**src/rtl/uart_tx_mmio_if.sv**
```systemverilog
// CPU data-memory bus bundle (store strobe, byte address, store data, load data).
// master: CPU side drives WE/A/WD and receives RD.
// slave : memory-mapped responder receives WE/A/WD and returns RD one cycle later.
interface uart_tx_mmio_if;
  logic        WE;
  logic [31:0] A;
  logic [31:0] WD;
  logic [31:0] RD;

  modport master (output WE, A, WD, input RD);
  modport slave  (input WE, A, WD, output RD);
endinterface

```
**src/rtl/uart_tx_mmio.sv**
```systemverilog
// Memory-mapped 8N1 UART transmitter sitting on the CPU data-memory bus like dmem.
// Latency: loads return on RD one clock after the address is presented; a byte stored
// to an idle transmitter starts its start bit one clock after the store edge.
// Backpressure: none on the bus; a store into a full FIFO is dropped and flags overflow.
// Ports: clk/rst (sync, active-high), bus (WE/A/WD in, RD out), tx (idle high), irq.
module uart_tx_mmio #(
  parameter logic [31:0] BASE_ADDR  = 32'hFFFF0000,
  parameter int          FIFO_DEPTH = 8,
  parameter logic [15:0] DIV_RESET  = 16'd16
) (
  input  logic               clk,
  input  logic               rst,
  uart_tx_mmio_if.slave      bus,
  output logic               tx,
  output logic               irq
);

  localparam int PW = $clog2(FIFO_DEPTH);
  localparam int CW = PW + 1;
  localparam logic [CW-1:0] FULL_CNT = CW'(FIFO_DEPTH);

  localparam logic [1:0] S_IDLE  = 2'd0;
  localparam logic [1:0] S_START = 2'd1;
  localparam logic [1:0] S_DATA  = 2'd2;
  localparam logic [1:0] S_STOP  = 2'd3;

  // FIFO storage and bookkeeping
  logic [7:0]    mem_q [FIFO_DEPTH];
  logic [PW-1:0] wr_ptr_q, wr_ptr_d;
  logic [PW-1:0] rd_ptr_q, rd_ptr_d;
  logic [CW-1:0] cnt_q, cnt_d;
  logic          ovf_q, ovf_d;

  // Configuration
  logic [15:0]   baud_q, baud_d;

  // Transmit FSM
  logic [1:0]    state_q, state_d;
  logic [15:0]   div_q, div_d;
  logic [15:0]   bcnt_q, bcnt_d;
  logic [2:0]    bidx_q, bidx_d;
  logic [7:0]    shift_q, shift_d;
  logic          tx_q, tx_d;

  // Read path
  logic [31:0]   rd_q, rd_d;

  logic          hit;
  logic [1:0]    off;
  logic          push, push_ok, pop;
  logic          empty, full, busy, bit_end;
  logic [7:0]    head;
  logic [7:0]    cnt8;
  logic          unused_bits;

  assign hit     = (bus.A[31:4] == BASE_ADDR[31:4]);
  assign off     = bus.A[3:2];
  assign push    = bus.WE & hit & (off == 2'd0);
  assign empty   = (cnt_q == '0);
  assign full    = (cnt_q == FULL_CNT);
  assign busy    = (state_q != S_IDLE);
  assign head    = mem_q[rd_ptr_q];
  assign cnt8    = 8'(cnt_q);
  assign bit_end = (bcnt_q == div_q - 16'd1);
  // A full FIFO still takes a store if the FSM frees a slot on the same edge.
  assign push_ok = push & (~full | pop);

  assign unused_bits = ^{bus.A[1:0], bus.WD[31:16]};

  // Transmit FSM: tx_d is the line level for the cycle after this edge.
  always_comb begin
    state_d = state_q;
    div_d   = div_q;
    bcnt_d  = bcnt_q;
    bidx_d  = bidx_q;
    shift_d = shift_q;
    tx_d    = tx_q;
    pop     = 1'b0;
    case (state_q)
      S_IDLE: begin
        tx_d = 1'b1;
        if (!empty) begin
          pop     = 1'b1;
          shift_d = head;
          div_d   = baud_q;
          bcnt_d  = '0;
          tx_d    = 1'b0;
          state_d = S_START;
        end
      end
      S_START: begin
        if (bit_end) begin
          bcnt_d  = '0;
          bidx_d  = 3'd0;
          tx_d    = shift_q[0];
          state_d = S_DATA;
        end else begin
          bcnt_d = bcnt_q + 16'd1;
        end
      end
      S_DATA: begin
        if (bit_end) begin
          bcnt_d = '0;
          if (bidx_q == 3'd7) begin
            tx_d    = 1'b1;
            state_d = S_STOP;
          end else begin
            shift_d = shift_q >> 1;
            bidx_d  = bidx_q + 3'd1;
            tx_d    = shift_q[1];
          end
        end else begin
          bcnt_d = bcnt_q + 16'd1;
        end
      end
      S_STOP: begin
        if (bit_end) begin
          bcnt_d = '0;
          if (!empty) begin
            // Chain straight into the next start bit; divider re-latched per frame.
            pop     = 1'b1;
            shift_d = head;
            div_d   = baud_q;
            tx_d    = 1'b0;
            state_d = S_START;
          end else begin
            tx_d    = 1'b1;
            state_d = S_IDLE;
          end
        end else begin
          bcnt_d = bcnt_q + 16'd1;
        end
      end
      default: begin
        tx_d    = 1'b1;
        state_d = S_IDLE;
      end
    endcase
  end

  // FIFO pointers, count, overflow flag and divider register
  always_comb begin
    wr_ptr_d = wr_ptr_q;
    rd_ptr_d = rd_ptr_q;
    cnt_d    = cnt_q;
    ovf_d    = ovf_q;
    baud_d   = baud_q;
    if (push_ok) wr_ptr_d = wr_ptr_q + PW'(1);
    if (pop)     rd_ptr_d = rd_ptr_q + PW'(1);
    case ({push_ok, pop})
      2'b10:   cnt_d = cnt_q + CW'(1);
      2'b01:   cnt_d = cnt_q - CW'(1);
      default: cnt_d = cnt_q;
    endcase
    if (push && !push_ok) begin
      ovf_d = 1'b1;
    end else if (bus.WE && hit && (off == 2'd1) && bus.WD[3]) begin
      ovf_d = 1'b0;
    end
    if (bus.WE && hit && (off == 2'd2)) begin
      baud_d = (bus.WD[15:0] == 16'd0) ? 16'd1 : bus.WD[15:0];
    end
  end

  // Load data reflects register contents before the edge that captures it.
  always_comb begin
    rd_d = '0;
    if (hit) begin
      case (off)
        2'd1:    rd_d = {16'h0, cnt8, 4'h0, ovf_q, empty, full, busy};
        2'd2:    rd_d = {16'h0, baud_q};
        default: rd_d = '0;
      endcase
    end
  end

  always_ff @(posedge clk) begin
    if (push_ok) mem_q[wr_ptr_q] <= bus.WD[7:0];
  end

  always_ff @(posedge clk) begin
    if (rst) begin
      wr_ptr_q <= '0;
      rd_ptr_q <= '0;
      cnt_q    <= '0;
      ovf_q    <= 1'b0;
      baud_q   <= DIV_RESET;
      state_q  <= S_IDLE;
      div_q    <= DIV_RESET;
      bcnt_q   <= '0;
      bidx_q   <= '0;
      shift_q  <= '0;
      tx_q     <= 1'b1;
      rd_q     <= '0;
    end else begin
      wr_ptr_q <= wr_ptr_d;
      rd_ptr_q <= rd_ptr_d;
      cnt_q    <= cnt_d;
      ovf_q    <= ovf_d;
      baud_q   <= baud_d;
      state_q  <= state_d;
      div_q    <= div_d;
      bcnt_q   <= bcnt_d;
      bidx_q   <= bidx_d;
      shift_q  <= shift_d;
      tx_q     <= tx_d;
      rd_q     <= rd_d;
    end
  end

  assign bus.RD = rd_q;
  assign tx     = tx_q;
  assign irq    = empty & (state_q == S_IDLE);

endmodule
```
**src/flat_wrapper.sv**
```systemverilog
// flat-port wrapper written by rule: the top's interface ports become plain ports
module uart_tx_mmio_flat 
#(
  parameter logic [31:0] BASE_ADDR  = 32'hFFFF0000,
  parameter int          FIFO_DEPTH = 8,
  parameter logic [15:0] DIV_RESET  = 16'd16
)
  (clk, rst, tx, irq, bus_WE, bus_A, bus_WD, bus_RD);
  uart_tx_mmio_if bus_i ();
  input  logic clk;
  input  logic rst;
  output logic tx;
  output logic irq;
  input wire logic [$bits(bus_i.WE)-1:0] bus_WE;
  input wire logic [$bits(bus_i.A)-1:0] bus_A;
  input wire logic [$bits(bus_i.WD)-1:0] bus_WD;
  output wire logic [$bits(bus_i.RD)-1:0] bus_RD;
  assign bus_i.WE = bus_WE;
  assign bus_i.A = bus_A;
  assign bus_i.WD = bus_WD;
  assign bus_RD = bus_i.RD;
  uart_tx_mmio #(.BASE_ADDR(BASE_ADDR), .FIFO_DEPTH(FIFO_DEPTH), .DIV_RESET(DIV_RESET)) u_core (.clk(clk), .rst(rst), .bus(bus_i), .tx(tx), .irq(irq));
endmodule
```
**config.mk**
```make
export PLATFORM = sky130hd
export DESIGN_NAME = uart_tx_mmio_flat
export DESIGN_NICKNAME = d
export VERILOG_FILES = /design/src/rtl/uart_tx_mmio_if.sv /design/src/rtl/uart_tx_mmio.sv /design/src/flat_wrapper.sv
export SDC_FILE = /design/constraint.sdc
export NUM_CORES = 1
export LEC_CHECK = 0
export ABC_AREA = 1
export ABC_CLOCK_PERIOD_IN_PS = 4440
export CORE_ASPECT_RATIO = 0.6
export CORE_MARGIN = 1.5
export CORE_UTILIZATION = 45
export DETAILED_ROUTE_END_ITERATION = 10
export DONT_BUFFER_PORTS = 1
export PLACE_DENSITY = 0.66
export SYNTH_ARGS = -nofsm -noshare
export SYNTH_HDL_FRONTEND = slang
export SYNTH_SLANG_ARGS = --single-unit
```
**constraint.sdc**
```tcl
create_clock -name clk -period 4.44 [get_ports clk]
set_clock_uncertainty 0.2 [all_clocks]
set_input_delay 0.222 -clock clk [delete_from_list [all_inputs] [get_ports clk]]
set_output_delay 0.222 -clock clk [all_outputs]
set_load 0.05 [all_outputs]
```
==> flow_metrics.tcl, run 1 <==
set metrics [dict create \
    fill_cells 1511 \
    synth-compound-area-share_pct 13.15 \
    cp_max_fo 8 \
    synth_top_family_by_area "simple AND/OR/NAND/NOR gates" \
    grt_usage_pct 23.04 \
    grt_pass1_wl_mm 30.57 \
    first_iter_violations 523 \
    netlist_instances 928 \
    viasPerCell 5.328 \
    dp_hpwl_mm 13.53 \
    ys_ff_latch 156 \
    multiInputGateArea_um2 3272 \
    critPathArrivalTime_ps 3170 \
    hold_ws_ps 136.8 \
    critical_path.top_delay_family "simple AND/OR/NAND/NOR gates" \
    dr.pass1.iters 5 \
    min_period_ps 3254 \
    layout_setup_ws_ps 1186 \
    synthSimpleGateAreaFrac_pct 24.69 \
    final_nets 1031 \
    cap_violations 0 \
    drc 0 \
    cpPeakStageDelay_ps 350 \
    cts_root_buffer "clkbuf_16" \
    synthXorXnorAreaFrac_pct 2.066 \
    cts_hold_buf 21 \
    crit_type "reg -> reg" \
    ys_seq_area_share_pct 49.71 \
    drv_slew 0 \
    regArea_um2 3764 \
    cts_setup_buffers 0 \
    start_util_pct 46.30 \
    worst-path-buf-inv 3 \
    syn-mean-instance-area_um2 8.158 \
    worstMarginPinSlew_ps 890.6 \
    cts.clk_slew.worst_paths_ps 60 \
    syn_area_um2 7571 \
    crit_chain "inv_1 -> ha_1 -> inv_1 -> nand2_1 -> nand2_1 -> nor2_1 -> nand2_1 -> nor2_1 -> nand2_1 -> nor2_1 -> nand2_1 -> nor2_4 -> nand2_4 -> nand2_4 -> nand2_4 -> nand2_4 -> nand2_4 -> or2_4 -> nor3_1 -> buf_4" \
    postRouteAntennaNets 0 \
    start_kind "flip-flop" \
    wl_per_cell_um 15.85 \
    cts_tree "built" \
    io_pins 101 \
    cts_resized 0 \
    cts.htree.levels 4 \
    hold_viol 0 \
    outcome "finished, final reports clean" \
    p_leak_nw 3.310 \
    cts_made_buffers 17 \
    final_layout_size_suffix_gt1_share_pct 7.380 \
    totalNegativeSetupSlack_ps 0 \
    post-place-ws_ps 1225 \
    rsz0062_at_grt "no" \
    fp.dieH_um 103.5 \
    critPathRequiredTime_ps 4360 \
    muxShareOfSynthArea_pct 0 \
    dieArea_um2 17640 \
    antenna_found_initial 1 \
    fp.dieW_um 170.5 \
    min_path_type "in -> reg" \
    overflow 0 \
    crit_path_end_kind "flip-flop" \
    coreArea_um2 16350 \
    synth_adder_area_share_pct 2.479 \
    grt_pass1_vias 5818 \
    slowest_stage "dfxtp_1" \
    port_buffers 0 \
    grt_max_degree 44 \
    clk_latency_ps 430 \
    report.final.setup_viol 0 \
    clock_sinks 156 \
    vias 6346 \
    peakVddDrop_mv 0.2786 \
    period_share_pct 73.29 \
    fmaxAchievable_mhz 307.3 \
    drt_wl_total_mm 18.87 \
    cellPowerDensity_nw_per_um2 620.8 \
    finalWeightedCongestion 0.8621 \
    synth.distinct_cells 42 \
    power_mw 5.323 \
    yosysWarnings 0 \
    clk_path_buf_depth 2 \
    slew_headroom_pct 40.56 \
    syn_to_final_growth_pct 13.25 \
    rows 36 \
]
routing by layer:
| metal | wire [µm] | up-vias | track usage (%) | part of all wire [%] |
|---|---|---|---|---|
| met2 | 7131 | 266 | 31.46 | 38 |
| met4 | 370 | 0 | 8.441 | 2.0 |
| met1 | 9846 | 2912 | 35.15 | 52 |
| met3 | 1525 | 27 | 5.213 | 8.1 |
| met5 | 0 | - | 0 | 0 |
| li1 | - | 3141 | - | - |
worst register-to-register path, stage by stage, from the launching register on:
cell and delay (ps):
dfxtp_1 350, inv_1 80, ha_1 300, inv_1 40, nand2_1 50, nand2_1 40, nor2_1 210, nand2_1 90
nor2_1 150, nand2_1 70, nor2_1 90, nand2_1 90, nor2_4 100, nand2_4 90, nand2_4 110, nand2_4 90
nand2_4 90, nand2_4 70, or2_4 280, nor3_1 140, buf_4 230
worst paths after layout:
| check | start | to | slack, ps | cells past startpoint |
|---|---|---|---|---|
| worst max-delay path | u_core.div_q[1] | u_core.mem_q[6][2] | 1190 | 20 |
| worst min-delay path | bus_A[2] | u_core.bus.RD[11] | 140 | 3 |
| worst max register to register | u_core.div_q[1] | u_core.mem_q[6][2] | 1190 | 20 |
| worst min register to register | u_core.shift_q[3] | u_core.shift_q[3] | 250 | 2 |
report_power, final:
part | switching [mW] | internal [mW] | total [mW]
combinational | 1.49 | 0.643 | 2.13
clock | 0.629 | 0.826 | 1.45
sequential | 0.135 | 1.61 | 1.74
cell usage after synthesis:
cell type	instances	area (µm²)
nor2_4	4	45.04
nand2_4	7	78.83
buf_4	16	120.1
o2111ai_1	1	8.760
and2_1	2	12.51
or2_4	1	8.760
dfxtp_1	92	1842
clkbuf_1	22	82.58
nand2_1	182	683.2
o211ai_1	3	22.52
o21ai_0	71	355.3
nor2_1	104	390.4
a211oi_1	9	67.56
a22oi_1	1	7.510
a311oi_1	1	8.760
a31oi_1	8	50.05
nor4_1	6	37.54
nor2_2	4	25.02
a21oi_1	68	340.3
nand2_2	4	25.02
inv_2	2	7.510
inv_1	89	334.1
xnor2_1	6	52.55
nand3b_1	2	15.01
buf_1	2	7.510
nor3_1	27	135.1
nor4b_1	1	8.760
conb_1	1	3.750
o211ai_2	1	12.51
xor2_1	10	87.58
o21ai_1	2	10.01
o221ai_1	2	17.52
edfxtp_1	64	1922
o21bai_1	1	7.510
buf_2	7	35.03
clkinv_1	2	7.510
xor2_2	1	16.27
o22ai_1	14	87.58
nor2_8	1	20.02
nand3_1	53	265.3
nand4_1	19	118.9
ha_1	15	187.7
final cells by class:
class | count | area share, %
diodes | 1 | 0.02918
clock buffers | 20 | 5.355
clock inverters | 12 | 1.459
inverters | 93 | 4.071
multi-input cells | 647 | 38.16
flip-flops and latches | 156 | 43.89
well taps | 228 | 3.327
repair buffers | 34 | 3.706
kinds of logic after synthesis:
group / count (synthesis)
AO/OA/AOI/OAI: 182
XOR/XNOR: 17
adder cells (fa/ha/maj): 15
buffers and inverters: 140
flip-flops: 156
other: 1
AND/OR/NAND/NOR: 417
layout by cell type (no fill, tap or decap), types with 16 or more instances in the layout:
| master | instances |
|---|---|
| nor3_1 | 27 |
| nand3_1 | 53 |
| nand4_1 | 19 |
| edfxtp_1 | 64 |
| dfxtp_1 | 92 |
| a21oi_1 | 68 |
| dlygate4sd3_1 | 20 |
| o21ai_0 | 71 |
| nor2_1 | 103 |
| clkbuf_16 | 18 |
| conb_1 | 16 |
| inv_1 | 89 |
| nand2_1 | 182 |
sequential cells by signal (all words and copies together) (netlist names), named ones only:
name,count
u_core.mem_q,64
u_core.cnt_q,4
u_core.state_q,2
u_core.bus.RD,16
u_core.tx,1
u_core.rd_ptr_q,3
u_core.shift_q,8
u_core.bcnt_q,16
u_core.ovf_q,1
u_core.baud_q,16
u_core.wr_ptr_q,3
u_core.bidx_q,3
u_core.div_q,16
through the flow:
step	instances	area, µm²	util, %
after floorplan	943	7627	-
after global placement	1137	7767	47.51
after detailed placement	1137	7767	47.51
after CTS	1190	8572	52.43
after global routing	1191	8574	52.44
final	1191	8574	52.44
No activity file was read; power rests on OpenSTA's default activity.
==> run 2, diff against run 1 <==
Settings changed: ABC_CLOCK_PERIOD_IN_PS 4440 to 2950, PLACE_DENSITY 0.66 to 0.68.
Clock period 4.44 ns to 2.95 ns, I/O delays scaled along.
==> run 2 against run 1 <==
  * Worst setup slack worse by 1100 ps
  * Via count is 2.1% higher
  * Count of clock-buffer cells in the layout is 3 lower
  * Non-clock buffer count is 30 higher
  * Utilization is 2.0 points higher
  * Sequential share of layout area is 1.6 points lower
  * Combinational power is 71% higher
  * Critical path depth is 4 lower
  * Clock power is 50% higher
  * Highest routed layer unchanged
==> flow_metrics.tcl, run 2 (synthesis gave the netlist of run 1 again) <==
set metrics [dict create \
    outcome "finished, final reports clean" \
    crit_type "reg -> reg" \
    instances_no_fill 1221 \
    cap_violations 0 \
    crit_chain "nor2_2 -> nand2_2 -> nor2_8 -> nand2_2 -> nor2_4 -> xor2_2 -> inv_2 -> nor2_4 -> nand2_4 -> nand2_4 -> nand2_4 -> nand2_4 -> nand2_4 -> or2_4 -> nor3_1 -> buf_4" \
    cts.clk_slew.worst_paths_ps 60 \
    dp_hpwl_mm 13.82 \
    critPathArrivalTime_ps 2800 \
    peakVddDrop_mv 0.6597 \
    postRouteAntennaNets 0 \
    fp.dieW_um 170.5 \
    slew_headroom_pct 53.82 \
    worst_path_most_repeated_cell "nand2_4" \
    cts_made_buffers 17 \
    viasPerCell 5.306 \
    cpPeakStageDelay_ps 370 \
    critical_path.top_delay_family "simple AND/OR/NAND/NOR gates" \
    coreArea_um2 16350 \
    clk_latency_ps 420 \
    top_register "u_core.mem_q" \
    post-place-ws_ps -56.29 \
    dieArea_um2 17640 \
    fp.dieH_um 103.5 \
    dpl.cell_count 1163 \
    min_period_ps 2870 \
    design_area_um2 8900 \
    use_met3_pct 5.137 \
    p_leak_nw 3.453 \
    placed_area_um2 7968 \
    globalRouteMet2Util_pct 32.44 \
    grt_pass1_vias 5882 \
    crit_path_end_kind "flip-flop" \
    rsz0062_at_grt "yes" \
    drc 0 \
    cts_tree "built" \
    overflow 0 \
    cts_root_buffer "clkbuf_16" \
    largest_reg_flops 64 \
    final_nets 1061 \
    vias 6479 \
    antenna_found_initial 1 \
    final_layout_size_suffix_gt1_share_pct 12.50 \
    use_met1_pct 35.33 \
    dr.pass1.iters 5 \
    clock_sinks 156 \
    cts.htree.levels 4 \
    power_mw 8.420 \
    worstMarginPinSlew_ps 692.0 \
    hold_viol 0 \
    period_share_pct 97.30 \
    cp_max_fo 8 \
    drt_wl_total_mm 19.34 \
    slowest_stage "dfxtp_1" \
    hold_ws_ps 33.11 \
    worst-path-buf-inv 2 \
    layout_setup_ws_ps 79.58 \
    start_util_pct 46.30 \
    first_iter_violations 549 \
    io_pins 101 \
    grt_max_degree 43 \
    rows 36 \
    grt_busiest_layer "met1" \
    final_common_cell "nand2_1" \
    layout_common_cells "nand2_1, nor2_1, dfxtp_1" \
    start_kind "flip-flop" \
    finalWeightedCongestion 0.8553 \
    port_buffers 0 \
    syn_to_final_growth_pct 17.55 \
    wl_per_cell_um 15.84 \
    min_path_type "in -> reg" \
    grt_pass1_wl_mm 30.64 \
    drv_slew 0 \
    critPathRequiredTime_ps 2880 \
    fmaxAchievable_mhz 348.4 \
    cellPowerDensity_nw_per_um2 946.1 \
    report.final.setup_viol 0 \
    clk_path_buf_depth 2 \
    grt_usage_pct 22.99 \
]
[run 2: timing repair]
| item | in CTS | in global routing |
|---|---|---|
| setup endpoints to repair | 27 | 87 |
| endpoints found under the hold margin | 111 | 0 |
| setup buffers | 0 | 4 |
| gates resized for setup | 4 | 26 |
| hold buffers | 21 | 0 |
| pin swaps | 0 | 6 |
[run 2: stage by stage]
stage	util [%]	TNS [ps]
floorplan	-	-9984
global placement	48.73	-415.1
detailed placement	48.73	-383.0
CTS	53.71	0
global route	54.42	-1567
finish	54.43	0
[run 2: cell type report]
| cell class | count | area (µm²) |
|---|---|---|
| fillers | 1472 | 7451 |
| flip-flops and latches | 156 | 3766 |
| multi-input cells | 647 | 3356 |
| repair buffers | 64 | 561.8 |
| clock buffers | 17 | 425.4 |
| inverters | 93 | 349.1 |
| well taps | 228 | 285.3 |
| clock inverters | 15 | 153.9 |
| diodes | 1 | 2.502 |
[run 2: power by group]
group          switching (mW)  internal (mW)  leakage, nW
clock                   0.971           1.20        0.286
combinational            2.39           1.25         1.85
sequential              0.189           2.42         1.32
total                    3.56           4.86         3.45
[run 2: tightest hold or removal path, cell delays in order]
cell     delay [ps]
inv_1           270
nand2_1         160
nor2_1           30
[run 2: worst paths after layout]
kind                     startpoint            endpoint  slack (ps)  depth (start not counted)
setup / recovery    u_core.div_q[6]  u_core.mem_q[2][4]          80                         16
hold / removal                  rst     u_core.cnt_q[3]          30                          3
setup reg to reg    u_core.div_q[6]  u_core.mem_q[2][4]          80                         16
hold reg to reg   u_core.shift_q[2]   u_core.shift_q[2]         250                          2
[run 2: per-layer routing]
| layer | wire (µm) | vias to the layer above | part of all wire (%) |
|---|---|---|---|
| met5 | 0 | - | 0 |
| met4 | 132 | 0 | 0.68 |
| met3 | 1646 | 10 | 8.5 |
| met2 | 7585 | 273 | 39 |
| met1 | 9970 | 2994 | 52 |
| li1 | - | 3202 | - |
==> run 3, diff against run 2 <==
Settings changed: RECOVER_POWER set to 100.
==> run 3 against run 2 <==
  * Sequential share of layout area about the same
  * Maximum frequency about the same
  * First-iteration DRC count unchanged
  * Critical endpoint unchanged
  * Largest power group unchanged
==> flow_metrics.tcl, run 3 (synthesis gave the netlist of run 1 again) <==
set metrics [dict create \
    outcome "finished, final reports clean" \
    overflow 0 \
    fill_cells 1472 \
    cts_made_buffers 17 \
    rows 36 \
    cp_max_fo 8 \
    largest_reg_flops 64 \
    dieArea_um2 17640 \
    coreArea_um2 16350 \
    final_nets 1061 \
    drc 0 \
    power_mw 8.414 \
    worst_path_most_repeated_cell "nand2_4" \
    clock_sinks 156 \
    hold_ws_ps 27.07 \
    start_util_pct 46.30 \
    cap_violations 0 \
    cpPeakStageDelay_ps 370 \
    crit_type "reg -> reg" \
    r2r_setup_slack_ps 80 \
    cellPowerDensity_nw_per_um2 945.8 \
    dp_hpwl_mm 13.82 \
    start_kind "flip-flop" \
    fp.dieW_um 170.5 \
    cts.htree.levels 4 \
    wl_per_cell_um 15.83 \
    post-place-ws_ps -56.29 \
    grt_pass1_vias 5882 \
    rsz0062_at_grt "yes" \
    p_leak_nw 3.449 \
    placed_area_um2 7968 \
    multiInputGateArea_um2 3356 \
    crit_chain "nor2_2 -> nand2_2 -> nor2_8 -> nand2_2 -> nor2_4 -> xor2_2 -> inv_2 -> nor2_4 -> nand2_4 -> nand2_4 -> nand2_4 -> nand2_4 -> nand2_4 -> or2_4 -> nor3_1 -> buf_4" \
    postRouteAntennaNets 0 \
    worstMarginPinSlew_ps 689.7 \
    layout_common_cells "nand2_1, nor2_1, dfxtp_1" \
    hold_viol 0 \
    clk_path_buf_depth 2 \
    cts_tree "built" \
    dr.pass1.iters 5 \
    drv_slew 0 \
    grt_max_degree 43 \
    peakVddDrop_mv 0.6596 \
    dpl.cell_count 1163 \
    antenna_found_initial 1 \
    io_pins 101 \
    grt_usage_pct 22.99 \
    period_share_pct 97.28 \
    final_common_cell "nand2_1" \
    port_buffers 0 \
    vias 6494 \
    final_layout_size_suffix_gt1_share_pct 12.40 \
    report.final.setup_viol 0 \
    top_register "u_core.mem_q" \
    fp.dieH_um 103.5 \
    min_path_type "in -> reg" \
    cts_root_buffer "clkbuf_16" \
    regArea_um2 3766 \
    clk_latency_ps 430 \
    min_period_ps 2870 \
    syn_to_final_growth_pct 17.50 \
    fmaxAchievable_mhz 348.4 \
    r2r-start "u_core.div_q[6]" \
    grt_pass1_wl_mm 30.64 \
    drt_wl_total_mm 19.32 \
    viasPerCell 5.319 \
    finalWeightedCongestion 0.8553 \
    crit_path_end_kind "flip-flop" \
    critPathRequiredTime_ps 2880 \
    cts.clk_slew.worst_paths_ps 60 \
    slowest_stage "dfxtp_1" \
    crit_start "u_core.div_q[6]" \
    instances_no_fill 1221 \
    critPathArrivalTime_ps 2800 \
    hold_start "rst" \
    first_iter_violations 549 \
    design_area_um2 8896 \
    slew_headroom_pct 53.97 \
    layout_setup_ws_ps 80.10 \
]
run 3: changes by cell type in the layout (fill, tap and decap cells not counted):
cell      change
buf_4         -1
clkbuf_1      +1
run 3: worst paths after layout:
check | to | depth (start not counted)
max | u_core.mem_q[2][4] | 16
min | u_core.cnt_q[3] | 3
max reg2reg | u_core.mem_q[2][4] | 16
min reg2reg | u_core.shift_q[2] | 2
run 3: power by group:
group | switching (mW) | leakage [nW] | total [mW] | internal, mW
combinational | 2.39 | 1.84 | 3.64 | 1.25
clock | 0.972 | 0.286 | 2.17 | 1.20
sequential | 0.189 | 1.32 | 2.61 | 2.42
run 3: what timing repair did:
action | in CTS | in global routing
pin swaps | 0 | 6
hold endpoints to repair | 111 | 0
setup endpoints to repair | 27 | 87
resized for setup | 4 | 26
setup buffers | 0 | 4
hold buffers | 21 | 0
run 3: layer usage:
metal  routed length (µm)  up-vias  track usage [%]
met2                 7595      282            32.44
met4                  151        0            5.582
met5                    0        -                0
met3                 1654       11            5.137
met1                 9922     2997            35.33
li1                     -     3204                -
run 3: final cells by class:
class / instances / area share [%]
multi-input combinational: 647 / 37.72
sequential: 156 / 42.33
inverter: 93 / 3.924
antenna: 1 / 0.02813
clock buffer: 17 / 4.782
timing repair buffer: 64 / 6.273
clock inverter: 15 / 1.730
tap: 228 / 3.207
run 3: through the flow:
step | util (%) | setup TNS [ps]
floorplan | - | -9984
detailed placement | 48.73 | -383.0
global placement | 48.73 | -415.1
global route | 54.39 | -1567
CTS | 53.71 | 0
finish | 54.41 | 0
run 3: critical path, delay by kind of cell, from the launching register on:
kind,cells,cell delay (ps)
xor+xnor,1,200
simple gates,13,1510
flops,1,370
buf+inv,2,280
